### config.mk
export PLATFORM = sky130hd
export DESIGN_NAME = uart_tx_arbiter_flat
export DESIGN_NICKNAME = d
export VERILOG_FILES = /design/src/rtl/data_types_pkg.sv /design/src/rtl/uart_tx_arbiter_if.sv /design/src/rtl/uart_tx_arbiter_rr.sv /design/src/rtl/uart_tx_arbiter.sv /design/src/flat_wrapper.sv
export SDC_FILE = /design/constraint.sdc
export NUM_CORES = 1
export LEC_CHECK = 0
export BUFFER_PORTS_ARGS = -buffer_cell sky130_fd_sc_hd__buf_2
export CAP_MARGIN = 20
export CORE_MARGIN = 2
export CORE_UTILIZATION = 31
export DETAILED_ROUTE_END_ITERATION = 16
export HOLD_SLACK_MARGIN = 0.12
export PLACE_DENSITY = 0.58
export SLEW_MARGIN = 20
export SYNTH_ARGS = -nofsm -noshare
export SYNTH_HDL_FRONTEND = slang
export SYNTH_SLANG_ARGS = --single-unit
export TNS_END_PERCENT = 10
### constraint.sdc
create_clock -name clk -period 2.7 [get_ports clk]
set_input_delay 0.405 -clock clk [delete_from_list [all_inputs] [get_ports clk]]
set_output_delay 0.405 -clock clk [all_outputs]
set_load 0.005 [all_outputs]
### src/rtl/data_types_pkg.sv
// Shared types for the UART transmit path: transmitter config and arbiter states.
package data_types_pkg;

    localparam int unsigned DATA_W   = 9;
    localparam int unsigned BR_DIV_W = 16;

    // word: 0 = 8-bit, 1 = 9-bit frame; stop: 0 = one, 1 = two stop bits
    typedef struct packed {
        logic                word;
        logic                stop;
        logic [BR_DIV_W-1:0] br_div;
    } config_t;

    typedef enum logic [2:0] {
        ARB_IDLE,
        ARB_CFG,
        ARB_SEND,
        ARB_WAIT,
        ARB_DONE
    } arb_state_t;

endpackage

### src/rtl/uart_tx_arbiter_if.sv
// Requester-side and transmitter-side signals of the shared UART transmitter.
interface uart_tx_arbiter_if #(
    parameter int unsigned N_REQ = 4
);
    import data_types_pkg::*;

    localparam int unsigned IDX_W = (N_REQ > 1) ? $clog2(N_REQ) : 1;

    logic [N_REQ-1:0]        req;
    logic [N_REQ*DATA_W-1:0] req_data;
    config_t [N_REQ-1:0]     req_cfg;
    logic [N_REQ-1:0]        ack;
    logic                    ack_err;
    logic                    busy;
    logic [IDX_W-1:0]        gnt_idx;
    logic                    tx_rst;
    logic                    tx_start;
    logic [DATA_W-1:0]       tx_data;
    config_t                 tx_cfg;
    logic                    tx_finish;

    // Arbiter side
    modport master (
        input  req, req_data, req_cfg, tx_finish,
        output ack, ack_err, busy, gnt_idx, tx_rst, tx_start, tx_data, tx_cfg
    );

    // Requesters plus transmitter side
    modport slave (
        output req, req_data, req_cfg, tx_finish,
        input  ack, ack_err, busy, gnt_idx, tx_rst, tx_start, tx_data, tx_cfg
    );

endinterface

### src/rtl/uart_tx_arbiter_rr.sv
// Combinational rotate-priority encoder: first set request after ptr, wrapping.
module rr_arbiter #(
    parameter  int unsigned N  = 4,
    localparam int unsigned IW = (N > 1) ? $clog2(N) : 1
) (
    input  logic [N-1:0]  req,
    input  logic [IW-1:0] ptr,
    output logic [N-1:0]  gnt_onehot,
    output logic [IW-1:0] gnt_idx,
    output logic          any
);

    // Scan ptr+1 .. ptr+N (mod N); the first hit wins
    always_comb begin
        int unsigned pos;
        logic [IW-1:0] p;
        gnt_onehot = '0;
        gnt_idx    = '0;
        any        = 1'b0;
        pos        = 0;
        p          = '0;
        for (int unsigned k = 1; k <= N; k++) begin
            pos = 32'(ptr) + k;
            if (pos >= N) begin
                pos = pos - N;
            end
            p = IW'(pos);
            if (!any && req[p]) begin
                any           = 1'b1;
                gnt_idx       = p;
                gnt_onehot[p] = 1'b1;
            end
        end
    end

endmodule

### src/rtl/uart_tx_arbiter.sv
// Round-robin sharing of one uart_tx between N_REQ requesters, with watchdog.
module uart_tx_arbiter
    import data_types_pkg::*;
#(
    parameter int unsigned     N_REQ   = 4,
    parameter int unsigned     TO_W    = 16,
    parameter logic [TO_W-1:0] TIMEOUT = TO_W'(16'hFFFF)
) (
    input logic               clk,
    input logic               rst_n,
    uart_tx_arbiter_if.master bus
);

    localparam int unsigned     IDX_W   = (N_REQ > 1) ? $clog2(N_REQ) : 1;
    localparam logic [TO_W-1:0] WD_LAST = TIMEOUT - TO_W'(1);

    arb_state_t        state_q, state_d;
    logic [IDX_W-1:0]  ptr_q, ptr_d;
    logic [IDX_W-1:0]  gnt_idx_q, gnt_idx_d;
    logic [N_REQ-1:0]  gnt_oh_q, gnt_oh_d;
    logic [N_REQ-1:0]  ack_q, ack_d;
    logic              ack_err_q, ack_err_d;
    logic              busy_q, busy_d;
    logic              tx_rst_q, tx_rst_d;
    logic              tx_start_q, tx_start_d;
    logic [DATA_W-1:0] tx_data_q, tx_data_d;
    config_t           tx_cfg_q, tx_cfg_d;
    logic [TO_W-1:0]   wd_q, wd_d;

    logic [N_REQ-1:0]  arb_oh;
    logic [IDX_W-1:0]  arb_idx;
    logic              arb_any;
    logic [DATA_W-1:0] words [N_REQ];

    rr_arbiter #(.N(N_REQ)) u_rr (
        .req        (bus.req),
        .ptr        (ptr_q),
        .gnt_onehot (arb_oh),
        .gnt_idx    (arb_idx),
        .any        (arb_any)
    );

    // Unpack requester words for indexed selection
    for (genvar g = 0; g < N_REQ; g++) begin : g_words
        assign words[g] = bus.req_data[g*DATA_W +: DATA_W];
    end

    // Next state and next registered outputs
    always_comb begin
        state_d    = state_q;
        ptr_d      = ptr_q;
        gnt_idx_d  = gnt_idx_q;
        gnt_oh_d   = gnt_oh_q;
        ack_d      = '0;
        ack_err_d  = 1'b0;
        tx_rst_d   = 1'b0;
        tx_start_d = 1'b0;
        tx_data_d  = tx_data_q;
        tx_cfg_d   = tx_cfg_q;
        wd_d       = wd_q;
        case (state_q)
            ARB_IDLE: begin
                if (arb_any) begin
                    state_d   = ARB_CFG;
                    gnt_idx_d = arb_idx;
                    gnt_oh_d  = arb_oh;
                    tx_data_d = words[arb_idx];
                    tx_cfg_d  = bus.req_cfg[arb_idx];
                    tx_rst_d  = 1'b1;
                end
            end
            ARB_CFG: begin
                state_d    = ARB_SEND;
                tx_start_d = 1'b1;
            end
            ARB_SEND: begin
                state_d = ARB_WAIT;
                wd_d    = '0;
            end
            ARB_WAIT: begin
                if (bus.tx_finish) begin
                    state_d = ARB_DONE;
                    ack_d   = gnt_oh_q;
                end else if (wd_q == WD_LAST) begin
                    state_d   = ARB_DONE;
                    ack_d     = gnt_oh_q;
                    ack_err_d = 1'b1;
                    tx_rst_d  = 1'b1;
                end else begin
                    wd_d = wd_q + TO_W'(1);
                end
            end
            ARB_DONE: begin
                state_d = ARB_IDLE;
                ptr_d   = gnt_idx_q;
            end
            default: state_d = ARB_IDLE;
        endcase
        busy_d = (state_d != ARB_IDLE);
    end

    // State and output registers, synchronous active-low reset
    always_ff @(posedge clk) begin
        if (!rst_n) begin
            state_q    <= ARB_IDLE;
            ptr_q      <= IDX_W'(N_REQ - 1);
            gnt_idx_q  <= '0;
            gnt_oh_q   <= '0;
            ack_q      <= '0;
            ack_err_q  <= 1'b0;
            busy_q     <= 1'b0;
            tx_rst_q   <= 1'b1;
            tx_start_q <= 1'b0;
            tx_data_q  <= '0;
            tx_cfg_q   <= '0;
            wd_q       <= '0;
        end else begin
            state_q    <= state_d;
            ptr_q      <= ptr_d;
            gnt_idx_q  <= gnt_idx_d;
            gnt_oh_q   <= gnt_oh_d;
            ack_q      <= ack_d;
            ack_err_q  <= ack_err_d;
            busy_q     <= busy_d;
            tx_rst_q   <= tx_rst_d;
            tx_start_q <= tx_start_d;
            tx_data_q  <= tx_data_d;
            tx_cfg_q   <= tx_cfg_d;
            wd_q       <= wd_d;
        end
    end

    assign bus.ack      = ack_q;
    assign bus.ack_err  = ack_err_q;
    assign bus.busy     = busy_q;
    assign bus.gnt_idx  = gnt_idx_q;
    assign bus.tx_rst   = tx_rst_q;
    assign bus.tx_start = tx_start_q;
    assign bus.tx_data  = tx_data_q;
    assign bus.tx_cfg   = tx_cfg_q;

endmodule

### src/flat_wrapper.sv
// flat-port wrapper written by rule: the top's interface ports become plain ports
module uart_tx_arbiter_flat import data_types_pkg::*;
#(
    parameter int unsigned     N_REQ   = 4,
    parameter int unsigned     TO_W    = 16,
    parameter logic [TO_W-1:0] TIMEOUT = TO_W'(16'hFFFF)
)
  (clk, rst_n, bus_req, bus_req_data, bus_req_cfg, bus_tx_finish, bus_ack, bus_ack_err, bus_busy, bus_gnt_idx, bus_tx_rst, bus_tx_start, bus_tx_data, bus_tx_cfg);
  uart_tx_arbiter_if #(.N_REQ(N_REQ)) bus_i ();
  input logic clk;
  input logic rst_n;
  input wire logic [$bits(bus_i.req)-1:0] bus_req;
  input wire logic [$bits(bus_i.req_data)-1:0] bus_req_data;
  input wire logic [$bits(bus_i.req_cfg)-1:0] bus_req_cfg;
  input wire logic [$bits(bus_i.tx_finish)-1:0] bus_tx_finish;
  output wire logic [$bits(bus_i.ack)-1:0] bus_ack;
  output wire logic [$bits(bus_i.ack_err)-1:0] bus_ack_err;
  output wire logic [$bits(bus_i.busy)-1:0] bus_busy;
  output wire logic [$bits(bus_i.gnt_idx)-1:0] bus_gnt_idx;
  output wire logic [$bits(bus_i.tx_rst)-1:0] bus_tx_rst;
  output wire logic [$bits(bus_i.tx_start)-1:0] bus_tx_start;
  output wire logic [$bits(bus_i.tx_data)-1:0] bus_tx_data;
  output wire logic [$bits(bus_i.tx_cfg)-1:0] bus_tx_cfg;
  assign bus_i.req = bus_req;
  assign bus_i.req_data = bus_req_data;
  assign bus_i.req_cfg = bus_req_cfg;
  assign bus_i.tx_finish = bus_tx_finish;
  assign bus_ack = bus_i.ack;
  assign bus_ack_err = bus_i.ack_err;
  assign bus_busy = bus_i.busy;
  assign bus_gnt_idx = bus_i.gnt_idx;
  assign bus_tx_rst = bus_i.tx_rst;
  assign bus_tx_start = bus_i.tx_start;
  assign bus_tx_data = bus_i.tx_data;
  assign bus_tx_cfg = bus_i.tx_cfg;
  uart_tx_arbiter #(.N_REQ(N_REQ), .TO_W(TO_W), .TIMEOUT(TIMEOUT)) u_core (.clk(clk), .rst_n(rst_n), .bus(bus_i));
endmodule
==> impl_results.md, run 1 <==
- Avg Synthesized Cell Area: 9.68 sq um
- Max_cap viols: 0
- Commonest cells after routing, fill and taps aside: 151 x buf_2, 62 x dfxtp_1, 61 x mux2i_1, 39 x nand2_1, 26 x o221ai_1
- WS Path Type: reg2reg
- PortBufs: 151
- Flops & latches, synth: 62
- Post-Syn Area: 3470 sq um
- Number of distinct library cells after synthesis: 46
- Largest net degree at the start of global routing: 30
- CTS tree: built
- Area leader, netlist: dfxtp_1
- Routed wire per std cell: 14.5 um
- Data required, critical path: 2.99 ns
- Final setup fails: 0
- Post-synth top area share: 0.358
- F_max: 404 MHz
- Remaining DRCs: 0
- Ys Warns: 0
- Gpl congestion: 0.796
- Via density: 5.00
- Vias in the first global route: 2871
- Number of buffers created by CTS: 9
- DRT iter0 DRCs: 182
- RSZ-0062 raised after global routing: no
- Starting Density: 0.318
- Sink Count: 62
- Worst hold path type: in2reg
- Layout cells sized above 1: 0.385
- Grt ovf: 0
- Register area share after synthesis: 0.358
- Synth top area cells: dfxtp_1 36%, mux2i_1 18%, o221ai_1 6.6%
- Top Ports: 152
- Final period util: 0.917
- Post-synth EDFFs: 0
- Startpoint types: flop
- Nets: 641
- Vias: 3298
- Core Region: 10900 sq um
- Post-synthesis cell count: 358
- Full die area: 12000 sq um
- Clock buffer depth: 2
- Antenna Nets Post-Route: 0
- First-pass GRT wire length: 14200 um
- H-Tree Depth: 3
- Final Hold Fails: 0
- Row cnt: 38
- Pwr/cell area: 586 nW/um^2
- Final wirelength: 9590 um
- Die Height: 110 um
- Commonest non-fill, non-tap cell in the layout: buf_2
- Hpwl dp: 7070 um
- Ys flop type: dfxtp_1
- Max-Slew Margin vs Limit: 0.539
- Total Routing Usage GR: 0.151
- Synthesis-to-finish area growth: 32.3%
- Die width: 110 um
- Initial antenna violation count: 0
- Leakage: 2.25 nW
- Syn Nets: 483
- Placed Instance Area: 4330 sq um
- Clk_skew: 0.0127 ns
- CTS root buf: clkbuf_8
- Post-CTS Hold Fix Bufs: 0
- Async SR Flop Fraction: 0
- Final worst path period need: 2.48 ns
- TritonRoute pass-1 iters: 4
- Slew at the pin closest to its max-slew limit: 0.685 ns
- Setup_tns: 0 ns
- Crit end category: flop
- Status: finished, final reports clean
- Clk_lat worst skew: 0.35 ns
- Peak VDD IR: 0.000233 V
- Clk slew on worst S/H paths: 0.07 ns
- Crit Path Max Fanout: 9
- N_diodes: 0
- Pins Over Slew Limit: 0
- Final non-filler cell area: 4590 sq um
- Crit path DAT: 2.76 ns
## power breakdown
group          leakage, nW  switching (W)  internal, W
Combinational         1.64       0.000378     0.000352
Sequential           0.507      0.0000586      0.00104
Clock                0.104       0.000368     0.000495
Total                 2.25       0.000804      0.00188
## stage by stage
step | utilization | std cells | power (W) | setup slack [ns] | hold slack, ns
2_1_floorplan | - | 358 | 0.00156 | 0.0212 | 0.431
3_3_place_gp | 0.398 | 640 | 0.00183 | 0.229 | 0.438
3_5_place_dp | 0.398 | 640 | 0.00184 | 0.121 | 0.443
4_1_cts | 0.417 | 655 | 0.00272 | 0.108 | 0.223
5_1_grt | 0.421 | 660 | 0.00285 | 0.0247 | 0.249
6_report | 0.421 | 660 | 0.00269 | 0.223 | 0.251
## final cells by class
class,count,area (sq um)
inverters,6,22.5
clock inverters,3,42.5
flip-flops and latches,62,1240
fillers,1050,6300
clock buffers,12,165
repair buffers,170,911
multi-input cells,267,2030
well taps,140,175
## flip-flops by register name (all words and copies together) (netlist names), 2 cells and up
| signal | cells |
|---|---|
| u_core.bus.tx_cfg | 18 |
| u_core.bus.tx_data | 9 |
| u_core.bus.ack | 4 |
| u_core.gnt_oh_q | 4 |
| u_core.bus.gnt_idx | 2 |
| u_core.wd_q | 16 |
| u_core.state_q | 3 |
| u_core.ptr_q | 2 |
## timing repair
action	in CTS	in global routing
setup buffers	0	5
gates resized for setup	0	1
setup endpoints to repair	0	26
## Yosys cell counts, types with 2 or more instances
cell / number
o211ai_1: 6
nand2_1: 39
or4_1: 2
o211a_1: 4
nor3_1: 2
buf_12: 4
nor3b_1: 2
ha_1: 10
xnor2_1: 11
mux2_2: 3
and2_1: 5
a21o_1: 2
dfxtp_1: 62
nand4_1: 7
nand3_1: 12
o31ai_1: 4
a21oi_1: 12
nand2b_1: 3
clkbuf_1: 15
a211oi_1: 4
a22oi_1: 8
nor2_1: 20
inv_1: 6
mux2i_1: 61
o221ai_1: 26
mux4_2: 3
nor2b_1: 5
buf_8: 2
## logic make-up (layout without fill, tap and decap cells)
logic type	count (synthesis)	count (layout)	synth area share
and+or+nand+nor	104	104	0.146
buffers and inverters	29	191	0.0592
xor gates and xnor gates	11	11	0.0278
adders and majority gates	10	10	0.0361
AOI/OAI and AO/OA	75	75	0.167
DFF	62	62	0.358
muxes	67	67	0.205
## layer usage
layer	global-route usage	up-vias	routed length (um)
met1	0.195	1562	4280
li1	-	1648	-
met3	0.0403	10	532
met4	0.0506	0	117
met2	0.244	78	4670
met5	0	-	0
## final timing paths
| kind | to | slack [ns] | cells after the start | from |
|---|---|---|---|---|
| max | u_core.gnt_oh_q[0] | 0.22 | 9 | u_core.ptr_q[0] |
| min | u_core.bus.ack_err | 0.25 | 2 | bus_tx_finish |
| max reg2reg | u_core.gnt_oh_q[0] | 0.22 | 9 | u_core.ptr_q[0] |
| min reg2reg | u_core.bus.tx_data[2] | 0.45 | 2 | u_core.bus.tx_data[2] |
## worst max-delay path, stage by stage, from the launching register on
cell	delay, ns
dfxtp_1	0.33
inv_1	0.06
ha_2	0.41
mux2i_1	0.29
mux2i_1	0.16
buf_4	0.19
nor3b_1	0.49
a22oi_1	0.13
o211ai_1	0.17
o211a_1	0.19
No activity file was read; power rests on OpenSTA's default activity.
==> run 2, diff against run 1 <==
Settings changed: REMOVE_ABC_BUFFERS set to 1, SLEW_MARGIN 20 to 10.
==> impl_results.md, run 2 (same netlist as run 1, synthesis figures left out) <==
- Remaining DRCs: 0
- Final Hold Fails: 0
- Max_cap viols: 0
- Clk_lat worst skew: 0.34 ns
- Grt ovf: 0
- Commonest cells after routing, fill and taps aside: 151 x buf_2, 62 x dfxtp_1, 61 x mux2i_1, 39 x nand2_1, 26 x o221ai_1
- Sink Count: 62
- Critical Path Start: u_core.ptr_q[0]
- N_diodes: 0
- Gpl congestion: 0.776
- Row cnt: 38
- Final wirelength: 9430 um
- Top Ports: 152
- Routed wire per std cell: 14.4 um
- Die width: 110 um
- Number of buffers created by CTS: 9
- Vias in the first global route: 3060
- Slowest-stage cell, CP: ha_1
- Crit Path Max Fanout: 34
- Leakage: 2.22 nW
- Slowest cell delay on critical path: 0.44 ns
- Layout cells sized above 1: 0.376
- PortBufs: 151
- Vias: 3270
- CTS tree: built
- Final period util: 0.938
- Synthesis-to-finish area growth: 30.8%
- Full die area: 12000 sq um
- Clk slew on worst S/H paths: 0.08 ns
- WS Path Type: reg2reg
- Total Routing Usage GR: 0.151
- F_max: 395 MHz
- Pins Over Slew Limit: 0
- CP top delay family: multiplexers
- TritonRoute pass-1 iters: 7
- CP bufs+invs: 2
- Nets: 636
- Hpwl dp: 7120 um
- Starting Density: 0.318
- Post-cts sizing count: 0
- Crit path DAT: 2.75 ns
- Peak VDD IR: 0.000208 V
- Die Height: 110 um
- Startpoint types: flop
- Largest net degree at the start of global routing: 35
- Slew at the pin closest to its max-slew limit: 0.573 ns
- Worst hold path type: in2reg
- Clk_skew: 0.00600 ns
- Commonest non-fill, non-tap cell in the layout: buf_2
- Data required, critical path: 2.92 ns
- Status: finished, final reports clean
- Initial antenna violation count: 0
- Max-Slew Margin vs Limit: 0.615
- First-pass GRT wire length: 14200 um
- Via density: 4.98
- Antenna Nets Post-Route: 0
- H-Tree Depth: 3
- Placed Instance Area: 4360 sq um
- RSZ-0062 raised after global routing: no
- Post-CTS Hold Fix Bufs: 0
- DRT iter0 DRCs: 211
- Setup Fix Bufs, Post-CTS: 0
- Final setup fails: 0
- DP Cell Count: 640
- Hold Startpoint: bus_tx_finish
- CTS root buf: clkbuf_8
- Crit end category: flop
- Clock buffer depth: 2
- Cell Chain, Critical Path: inv_1 -> ha_1 -> mux4_2 -> nor2b_4 -> o21ai_2 -> and2_4 -> buf_12 -> mux2i_1 -> o221ai_1
- Fin cells: 656
- Reg-to-reg critical path startpoint: u_core.ptr_q[0]
- Pwr/cell area: 565 nW/um^2
- Final worst path period need: 2.53 ns
- Final non-filler cell area: 4530 sq um
- Max FFs per register: 18
- Core Region: 10900 sq um
[run 2: changes by cell type in the layout (fill, tap and decap cells not counted), moves of 2 or more]
cell | previous run | this run
buf_12 | 1 | 3
buf_4 | 18 | 11
clkbuf_8 | 12 | 9
clkinv_4 | 0 | 3
[run 2: final timing paths]
kind | cells after the start | slack, ns | endpoint
setup / recovery | 9 | 0.17 | u_core.bus.tx_cfg[4]
hold / removal | 2 | 0.29 | u_core.bus.ack_err
setup reg to reg | 9 | 0.17 | u_core.bus.tx_cfg[4]
hold reg to reg | 1 | 0.46 | u_core.bus.ack[1]
[run 2: worst reg2reg max path, delay by kind of cell, from the launching register on]
kind,cells,cell delay [ns]
adders and majority gates,1,0.44
DFF,1,0.33
buffers and inverters,2,0.32
muxes,2,0.64
AOI/OAI and AO/OA,2,0.31
and+or+nand+nor,2,0.38
[run 2: area by class of cell]
| cell class | count | area (sq um) |
|---|---|---|
| clock buffers | 9 | 124 |
| clock inverters | 7 | 51.3 |
| fillers | 1085 | 6350 |
| inverters | 6 | 22.5 |
| multi-input cells | 267 | 2020 |
| flip-flops and latches | 62 | 1240 |
| well taps | 140 | 175 |
| repair buffers | 165 | 898 |
[run 2: power breakdown]
part           internal, W  total, W  switching [W]
logic             0.000357  0.000732       0.000375
clock network     0.000333  0.000729       0.000396
registers          0.00104   0.00110      0.0000628
[run 2: through the flow]
step	hold slack [ns]	power [W]	worst slack [ns]	utilization	setup TNS [ns]
CTS	0.276	0.00260	0.160	0.416	0
global route	0.283	0.00271	0.0108	0.416	0
finish	0.294	0.00256	0.166	0.416	0
detailed placement	0.441	0.00186	0.178	0.400	0
global placement	0.438	0.00185	0.290	0.400	0
floorplan	0.431	0.00150	-0.466	-	-12.93
[run 2: metal layers]
layer  global-route usage  part of all wire  wire [um]
met1                0.181              0.43       4080
met2                0.264              0.48       4490
met3               0.0373             0.078        734
met4               0.0497             0.014        128
met5                    0                 0          0
==> run 3, diff against run 2 <==
Settings changed: ABC_AREA set to 1, MAX_ROUTING_LAYER set to met4, PLACE_DENSITY 0.58 to 0.56.
==> impl_results.md, run 3 <==
- Status: finished, final reports clean
- Max-Slew Margin vs Limit: 0.597
- Reg-to-reg critical path startpoint: u_core.ptr_q[0]
- Max FFs per register: 18
- Data required, critical path: 2.92 ns
- Final non-filler cell area: 5330 sq um
- Hold Path Sink: u_core.bus.ack_err
- Max_cap viols: 0
- Sink Count: 62
- Post-synthesis cell count: 650
- N_diodes: 0
- Synthesis-to-finish area growth: 28.5%
- Nets: 916
- Crit end category: flop
- Largest net degree at the start of global routing: 55
- Synth top area cells: dfxtp_1 30%, nand3_1 15%, nand2_1 13%
- Vias: 4611
- Post-synth EDFFs: 0
- Ys Warns: 0
- Pins Over Slew Limit: 0
- PortBufs: 151
- F_max: 400 MHz
- Critical Path Start: u_core.ptr_q[0]
- Row cnt: 42
- TritonRoute pass-1 iters: 4
- Commonest cells after routing, fill and taps aside: 151 x buf_2, 139 x nand2_1, 122 x nand3_1, 93 x inv_1, 62 x dfxtp_1
- Layout cells sized above 1: 0.255
- Post-cts sizing count: 0
- Hpwl dp: 9210 um
- WS Path Type: reg2reg
- Register area share after synthesis: 0.299
- Slowest cell delay on critical path: 0.41 ns
- Remaining DRCs: 0
- Number of buffers created by CTS: 9
- Fillers: 1482
- Clock buffer depth: 2
- R2r setup slk: 0.20 ns
- First-pass GRT wire length: 20700 um
- Hold Startpoint: bus_tx_finish
- Die width: 120 um
- H-Tree Depth: 3
- Total Routing Usage GR: 0.181
- Count leader, synth: nand2_1
- Post-synth top cells: 139 x nand2_1, 122 x nand3_1, 93 x inv_1
- Clk_skew: 0.00486 ns
- Core Region: 13100 sq um
- Initial antenna violation count: 0
- Clk_lat worst skew: 0.33 ns
- Starting Density: 0.316
- Gpl congestion: 0.894
- Post-CTS Hold Fix Bufs: 0
- Flops & latches, synth: 62
- Placed Instance Area: 5060 sq um
- Async SR Flop Fraction: 0
- R2R depth: 13
- Post-Syn Area: 4150 sq um
- Final core utilization: 0.406
- Final period util: 0.925
- Final Hold Fails: 0
- Hold path depth: 2
- Vias in the first global route: 4357
- Ys flop type: dfxtp_1
- Slowest-stage cell, CP: inv_2
- R2R Path End: u_core.bus.tx_cfg[10]
- Slew at the pin closest to its max-slew limit: 0.601 ns
- Routed wire per std cell: 12.9 um
- Grt ovf: 0
- Number of distinct library cells after synthesis: 38
- Setup Fix Bufs, Post-CTS: 0
- Top Ports: 152
- Antenna Nets Post-Route: 0
- Full die area: 14300 sq um
- CTS root buf: clkbuf_16
- Startpoint types: flop
- CTS tree: built
- Crit Path Max Fanout: 27
- Avg Synthesized Cell Area: 6.38 sq um
- RSZ-0062 raised after global routing: yes
- Die Height: 120 um
- Leakage: 2.81 nW
- DRT iter0 DRCs: 250
- Via density: 4.74
- Peak VDD IR: 0.000310 V
- Pwr/cell area: 600 nW/um^2
- Crit path DAT: 2.72 ns
- Final worst path period need: 2.50 ns
- Final setup fails: 0
- Commonest non-fill, non-tap cell in the layout: buf_2
- Area leader, netlist: dfxtp_1
- Final wirelength: 12500 um
- Clk slew on worst S/H paths: 0.05 ns
- Cell Chain, Critical Path: inv_6 -> ha_1 -> inv_1 -> nand2_2 -> nand2_4 -> nor2_8 -> nand2_1 -> nor2_1 -> a21oi_2 -> inv_2 -> nand3_1 -> nand3_1 -> nand2_1
- Worst hold path type: in2reg
- Post-synth top area share: 0.299
-- run 3: changes by cell type in the layout (fill, tap and decap cells not counted), sizes merged, moves of 7 or more --
cell    delta
nand2    +108
inv       +90
nor3       +7
nand3    +113
mux2i     -61
nand4     +54
xnor2      -9
o221ai    -26
nor2      +29
-- run 3: cell families (layout without fill, tap and decap cells) --
kind of cell | after synthesis | in the layout | synth area share
and+or+nand+nor | 396 | 396 | 0.458
buffers and inverters | 135 | 281 | 0.140
DFF | 62 | 62 | 0.299
AOI/OAI and AO/OA | 39 | 39 | 0.0561
adders and majority gates | 10 | 10 | 0.0301
xor gates and xnor gates | 8 | 8 | 0.0169
-- run 3: layout make-up --
| cell class | count | area [sq um] | share of cell area |
|---|---|---|---|
| well taps | 176 | 220 | 0.0413 |
| repair buffers | 169 | 907 | 0.170 |
| multi-input cells | 453 | 2330 | 0.437 |
| clock buffers | 12 | 246 | 0.0462 |
| flip-flops and latches | 62 | 1240 | 0.233 |
| inverters | 96 | 365 | 0.0685 |
| clock inverters | 4 | 22.5 | 0.00422 |
-- run 3: worst max-delay path by stage --
stage,cells past startpoint,to,slack [ns]
2_1_floorplan,13,u_core.bus.tx_cfg[0],-0.41
3_3_place_gp,13,u_core.bus.tx_cfg[10],0.22
3_5_place_dp,13,u_core.bus.tx_cfg[10],0.20
4_1_cts,13,u_core.bus.tx_cfg[10],0.19
5_1_grt,13,u_core.bus.tx_cfg[10],-0.05
6_report,13,u_core.bus.tx_cfg[10],0.20
-- run 3: through the flow --
step | power (W) | cells | hold WS, ns | setup TNS (ns) | worst slack [ns]
2_1_floorplan | 0.00173 | 611 | 0.416 | -11.84 | -0.406
3_3_place_gp | 0.00219 | 956 | 0.430 | 0 | 0.223
3_5_place_dp | 0.00219 | 956 | 0.435 | 0 | 0.205
4_1_cts | 0.00324 | 972 | 0.279 | 0 | 0.191
5_1_grt | 0.00343 | 972 | 0.293 | -0.0657 | -0.0498
6_report | 0.00320 | 972 | 0.287 | 0 | 0.203
-- run 3: routing by layer --
layer / wire length [um] / track usage / vias to the layer above / share of wire
met1: 6090 / 0.240 / 2060 / 0.49
met2: 5650 / 0.279 / 109 / 0.45
met3: 622 / 0.0385 / 12 / 0.050
met5: 0 / - / - / 0
met4: 179 / 0.0515 / 0 / 0.014
li1: - / - / 2430 / -
-- run 3: critical path, delay by kind of cell, from the launching register on --
kind | cells | cell delay [ns]
simple gates | 8 | 0.95
buf+inv | 3 | 0.59
flops | 1 | 0.40
fa+ha+maj | 1 | 0.37
compound gates | 1 | 0.07
-- run 3: where the power goes --
group,internal (W),switching [W]
clock network,0.000641,0.000401
logic,0.000392,0.000627
registers,0.00106,0.0000803
